$ cat src/rtl/s2d_pkg.sv
`default_nettype none
// +--------------------------------------------------------------------------+
// | s2d_pkg : shared types and constants for the sparse-to-dense scheduler    |
// | Revision: 1.0                                                            |
// +--------------------------------------------------------------------------+
package s2d_pkg;

  localparam int NUM_POLY   = 2;
  localparam int DSN_STRIDE = 160;
  localparam int DRAIN_CYC  = 2;

  typedef enum logic [2:0] {
    ST_IDLE   = 3'd0,
    ST_CLR    = 3'd1,
    ST_CSTART = 3'd2,
    ST_CWAIT  = 3'd3,
    ST_DRAIN  = 3'd4,
    ST_FIN    = 3'd5
  } state_e;

endpackage
`default_nettype wire

$ cat src/rtl/s2d_sched.sv
`default_nettype none
// +--------------------------------------------------------------------------+
// | s2d_sched : zero-fills the dense RAM, then sequences the sparse2dense    |
// | converter over each polynomial region; owns the dense RAM port.          |
// | Revision: 1.0                                                            |
// +--------------------------------------------------------------------------+
module s2d_sched #(
  parameter int DSN_ADDR_W = 9,
  parameter int G_ADDR_W   = 8,
  parameter int G_DAT_W    = 64,
  parameter int H_ADDR_W   = 7,
  parameter int DSN_STRIDE = s2d_pkg::DSN_STRIDE,
  parameter int NUM_POLY   = s2d_pkg::NUM_POLY,
  parameter int TIMEOUT    = 2048
) (
  input  logic                  clk,
  input  logic                  rst,
  input  logic                  start,
  output logic                  busy,
  output logic                  done,
  output logic                  err,
  output logic                  s2d_rst_b,
  output logic                  s2d_start,
  input  logic                  s2d_done,
  input  logic [H_ADDR_W-1:0]   s2d_spa_addr,
  input  logic [G_ADDR_W-1:0]   s2d_dsn_addr,
  input  logic                  s2d_dsn_we,
  input  logic [G_DAT_W-1:0]    s2d_dsn_wdata,
  output logic [H_ADDR_W:0]     spa_addr,
  output logic [DSN_ADDR_W-1:0] dsn_addr,
  output logic                  dsn_we,
  output logic [G_DAT_W-1:0]    dsn_wdata,
  input  logic                  hst_req,
  input  logic [DSN_ADDR_W-1:0] hst_addr,
  output logic                  hst_gnt
);

  import s2d_pkg::*;

  localparam int WD_W     = $clog2(TIMEOUT + 1);
  localparam int CLR_LAST = NUM_POLY * DSN_STRIDE - 1;

  state_e                state_q, state_d;
  logic [DSN_ADDR_W-1:0] clr_addr_q, clr_addr_d;
  logic                  poly_q, poly_d;
  logic [WD_W-1:0]       wd_q, wd_d;
  logic                  drn_q, drn_d;
  logic                  err_q, err_d;
  logic                  busy_q, done_q, s2d_start_q, abort_q;
  logic                  timeout_hit;
  logic [DSN_ADDR_W-1:0] cnv_addr;

  // State register
  always_ff @(posedge clk) begin
    if (rst) begin
      state_q <= ST_IDLE;
    end else begin
      state_q <= state_d;
    end
  end

  always_comb begin
    state_d     = state_q;
    clr_addr_d  = clr_addr_q;
    poly_d      = poly_q;
    wd_d        = wd_q;
    drn_d       = drn_q;
    err_d       = err_q;
    timeout_hit = 1'b0;
    unique case (state_q)
      ST_IDLE: begin
        if (start) begin
          state_d    = ST_CLR;
          clr_addr_d = '0;
          poly_d     = 1'b0;
          err_d      = 1'b0;
        end
      end
      ST_CLR: begin
        if (clr_addr_q == DSN_ADDR_W'(CLR_LAST)) begin
          state_d = ST_CSTART;
        end else begin
          clr_addr_d = clr_addr_q + 1'b1;
        end
      end
      ST_CSTART: begin
        wd_d    = '0;
        state_d = ST_CWAIT;
      end
      ST_CWAIT: begin
        // A done arriving on the final watchdog cycle still counts as success
        if (s2d_done) begin
          state_d = ST_DRAIN;
          drn_d   = 1'b0;
        end else if (wd_q == WD_W'(TIMEOUT - 1)) begin
          timeout_hit = 1'b1;
          err_d       = 1'b1;
          state_d     = ST_FIN;
        end else begin
          wd_d = wd_q + 1'b1;
        end
      end
      ST_DRAIN: begin
        if (drn_q == 1'(DRAIN_CYC - 1)) begin
          if (int'(poly_q) < NUM_POLY - 1) begin
            poly_d  = poly_q + 1'b1;
            state_d = ST_CSTART;
          end else begin
            state_d = ST_FIN;
          end
        end else begin
          drn_d = drn_q + 1'b1;
        end
      end
      ST_FIN: begin
        state_d = ST_IDLE;
      end
      default: begin
        state_d = ST_IDLE;
      end
    endcase
  end

  always_ff @(posedge clk) begin
    if (rst) begin
      clr_addr_q  <= '0;
      poly_q      <= 1'b0;
      wd_q        <= '0;
      drn_q       <= 1'b0;
      err_q       <= 1'b0;
      busy_q      <= 1'b0;
      done_q      <= 1'b0;
      s2d_start_q <= 1'b0;
      abort_q     <= 1'b0;
    end else begin
      clr_addr_q  <= clr_addr_d;
      poly_q      <= poly_d;
      wd_q        <= wd_d;
      drn_q       <= drn_d;
      err_q       <= err_d;
      busy_q      <= (state_d != ST_IDLE);
      done_q      <= (state_q == ST_FIN);
      s2d_start_q <= (state_d == ST_CSTART);
      abort_q     <= timeout_hit;
    end
  end

  assign cnv_addr = DSN_ADDR_W'(poly_q) * DSN_ADDR_W'(DSN_STRIDE)
                  + DSN_ADDR_W'(s2d_dsn_addr);

  // Dense port owner: host while idle, clear counter, then converter
  always_comb begin
    dsn_addr  = '0;
    dsn_we    = 1'b0;
    dsn_wdata = '0;
    unique case (state_q)
      ST_IDLE: begin
        dsn_addr = hst_req ? hst_addr : '0;
      end
      ST_CLR: begin
        dsn_addr = clr_addr_q;
        dsn_we   = 1'b1;
      end
      ST_CWAIT, ST_DRAIN: begin
        dsn_addr  = cnv_addr;
        dsn_we    = s2d_dsn_we;
        dsn_wdata = s2d_dsn_wdata;
      end
      default: begin
        dsn_addr = '0;
      end
    endcase
  end

  assign spa_addr  = {poly_q, s2d_spa_addr};
  assign hst_gnt   = (state_q == ST_IDLE);
  assign busy      = busy_q;
  assign done      = done_q;
  assign err       = err_q;
  assign s2d_start = s2d_start_q;
  assign s2d_rst_b = ~(rst | abort_q);

endmodule
`default_nettype wire

$ cat config.mk
export PLATFORM = sky130hd
export DESIGN_NAME = s2d_sched
export DESIGN_NICKNAME = d
export VERILOG_FILES = /design/src/rtl/s2d_pkg.sv /design/src/rtl/s2d_sched.sv
export SDC_FILE = /design/constraint.sdc
export NUM_CORES = 1
export LEC_CHECK = 0
export BUFFER_PORTS_ARGS = -buffer_cell sky130_fd_sc_hd__buf_4
export CORE_MARGIN = 2
export CORE_UTILIZATION = 40
export DETAILED_ROUTE_END_ITERATION = 16
export PLACE_DENSITY_LB_ADDON = 0.25
export SYNTH_ARGS = -nofsm -noshare
export SYNTH_HDL_FRONTEND = slang
export SYNTH_SLANG_ARGS = --single-unit
$ cat constraint.sdc
create_clock -name clk -period 2.5 [get_ports clk]
set_input_delay 0.125 -clock clk [delete_from_list [all_inputs] [get_ports clk]]
set_output_delay 0.125 -clock clk [all_outputs]
set_load 0.03 [all_outputs]
==> flow_summary.ini <==
[min_path]
hp-class = input port to flip-flop
min_path_cells = 3
hold-path-endpoint = busy
min_from = start

[timing]
fin_crit_ns = 2.21
slew_headroom = 0.565
slew_viol_final = 0
tightest_slew_ns = 0.647
layout_setup_ws_ns = 0.288
rsz0062_at_grt = no
setup_tns_ns = 0
hold_viol = 0
setup_violations = 0
fmax_ghz = 0.452
skew_ns = 0.00619
min_period_over_period = 0.885
hold_slack_ns = 0.119

[synthesis]
synth_ff_type = dfxtp_1
yosys.area_share.simple = 0.436
netlist_instances = 306
synth.distinct_cells = 49
ys_seq_area_frac = 0.265
synth_top_family_by_area = simple AND/OR/NAND/NOR gates
synthesis.area_sq_um = 2340
synth_xor_area_frac = 0.00375
synthAdderAreaFrac = 0.0268
synth.area.mux_share = 0.00428
ys_warn_count = 0
syn_nets = 405
synth_compound_area_frac = 0.181
synth-seq-cells = 31
synth_edf_count = 0
synthArstFlopShare = 0
postSynthAreaPerCell_sq_um = 7.64

[global_routing]
grt_pass1_vias = 2599
antenna_found_initial = 0
grt_pass1_wl_um = 12700
grt_max_degree = 75
overflow = 0
track_usage = 0.255

[floorplanning]
initial_utilization = 0.420
std_cell_rows = 27
core_area_sq_um = 5570
die_y_um = 80.5
fp.dieArea_sq_um = 6470
io_pins = 182
chipWidth_um = 80.5

[pwr]
power_density_nw_per_um2 = 302
power.switching_uw = 293
p_clk_frac = 0.339
power.total_mw = 1.11
switching_share = 0.264
p_int_uw = 813
p_leak_nw = 1.77
irDropWorstVdd_mv = 0.275
seqPwrFrac = 0.459
combinationalPowerShare = 0.202

[placed_design]
hpwl_um = 6630
io_buffers = 167
place_ws_ns = 0.485
routabilityCongestion = 0.880

[detailed_routing]
wl_per_cell_um = 15.8
drt_iter0_markers = 263
vias = 2911
drc = 0
ant_nets = 0
wl_um = 8360
drt_pre_antenna_iters = 8
viasPerCell = 5.49

[cts]
cts_tree = yes
clkLatencyLatePin_ns = 0.29
clock-root-buffer = clkbuf_8
cts_resized = 0
cts-hold-fix-buffers = 0
cts_buffers = 5
clockBufferDepth = 2
clkSlewWorstSetupHoldPaths_ns = 0.06
cts-htree-levels = 2
clock-sinks = 31
post_cts_buffers = 0

[flow_run]
drv_cap = 0

[setup_path]
crit_required_ns = 2.38
worstSetupPathType = flip-flop to primary output
worstSetupStartpoint = state_q[0]
worstRegToRegCells = 4
worstSetupStartpointType = flip-flop
cp-end-kind = primary output
slowest_delay_ns = 0.56
crit_arrival_ns = 2.09
rr_endpoint = s2d_start
crit_chain = or3b_2 > nand2_1 > buf_12 > o21ai_0 > nand2_1 > buf_4
crit_fanout = 74
crit_slowest_cell = or3b_2
regToRegSetupSlack_ns = 0.43
rr_startpoint = state_q[0]
crit_top_cell = nand2_1

[layout]
drive_gt1_frac = 0.413
n_antenna_cell = 0
syn_to_final_growth_pct = 56.4
nets = 556

[status]
outcome = complete, no violations
==> metal layers <==
| metal | part of all wire | GRT usage | wire, um |
|---|---|---|---|
| met5 | 0 | 0 | 0 |
| met4 | 0.015 | 0.0695 | 129 |
| met3 | 0.097 | 0.0618 | 809 |
| met2 | 0.48 | 0.431 | 4040 |
| met1 | 0.40 | 0.321 | 3380 |
==> area by class of cell <==
| cell class | instances | area, sq um |
|---|---|---|
| clock inverters | 3 | 15.0 |
| flip-flops and latches | 31 | 621 |
| multi-input cells | 237 | 1530 |
| clock buffers | 5 | 68.8 |
| fillers | 484 | 1920 |
| repair buffers | 171 | 1300 |
| well taps | 72 | 90.1 |
| inverters | 11 | 41.3 |
==> logic make-up (layout without fill, tap and decap cells) <==
family / Yosys count / count (layout)
multiplexers: 1 / 1
flip-flops: 31 / 31
AND/OR/NAND/NOR: 165 / 165
AO/OA/AOI/OAI: 65 / 65
XOR/XNOR: 1 / 1
buffers and inverters: 38 / 190
adder cells (fa/ha/maj): 5 / 5
==> per-stage QoR <==
step	instance area, sq um	std cells	util
CTS	3660	530	0.656
global route	3660	530	0.656
detailed placement	3570	522	0.641
finish	3660	530	0.656
floorplan	2340	306	-
global placement	3570	522	0.641
==> synth_stat cells (all sizes together) (2+ instances only) <==
library cell / number / area [sq um]
and2: 68 / 425
o21ai: 13 / 65.1
nor4b: 2 / 17.5
or2: 3 / 18.8
and4: 4 / 35.0
or3: 6 / 37.5
or4: 6 / 45.0
nor2: 14 / 52.6
o31ai: 5 / 37.5
a22oi: 3 / 22.5
o41ai: 3 / 26.3
nand4: 6 / 37.5
nand2b: 3 / 18.8
clkbuf: 13 / 50.0
a21oi: 24 / 120
inv: 11 / 41.3
nor4: 2 / 27.5
ha: 5 / 62.6
a222oi: 7 / 70.1
nor3b: 3 / 22.5
nand3b: 3 / 22.5
or4b: 3 / 30.0
nand3: 11 / 55.1
and3: 6 / 42.5
nand2: 17 / 63.8
a21o: 3 / 22.5
nor3: 4 / 20.0
buf: 14 / 101
dfxtp: 31 / 621
==> worst max-delay path: cells and delay by family (launching register included) <==
kind | cells | cell delay [ns]
flops | 1 | 0.49
compound gates | 1 | 0.12
simple gates | 3 | 0.77
buf+inv | 2 | 0.40
==> power groups by stage <==
stage               Clock, mW  Combinational [mW]  Sequential (mW)
floorplan                   0               0.110            0.514
global placement            0               0.219            0.518
detailed placement          0               0.222            0.518
CTS                     0.383               0.223            0.507
global route            0.404               0.238            0.508
finish                  0.374               0.224            0.508
==> flip-flops by register name, summed over array words and instances (netlist names) <==
signal,flops
abort_q,1
busy,1
clr_addr_q,9
done,1
drn_q,1
err,1
poly_q,1
s2d_start,1
state_q,3
wd_q,12
==> layout by cell type, fill, tap and decap left out, types with 4 or more instances in the layout <==
| cell type | n |
|---|---|
| a21oi_1 | 24 |
| or4_1 | 6 |
| o31ai_1 | 5 |
| a222oi_1 | 7 |
| o21ai_0 | 12 |
| and2_1 | 68 |
| inv_1 | 11 |
| ha_1 | 5 |
| or3_1 | 6 |
| nor2_1 | 14 |
| and4_1 | 4 |
| clkbuf_8 | 5 |
| nor3_1 | 4 |
| nand2_1 | 17 |
| dfxtp_1 | 31 |
| and3_1 | 5 |
| buf_4 | 170 |
| nand3_1 | 11 |
| nand4_1 | 6 |
==> worst max-delay path by stage <==
stage                        endpoint  slack (ns)  cells after the start
final                     dsn_addr[8]        0.29                      6
after global routing      dsn_addr[7]        0.19                      6
after CTS                 dsn_addr[8]        0.29                      6
after detailed placement    s2d_start        0.49                      4
after global placement      s2d_start        0.58                      4
after floorplan           dsn_addr[7]        0.29                      6
(Power assumes the default switching activity.)
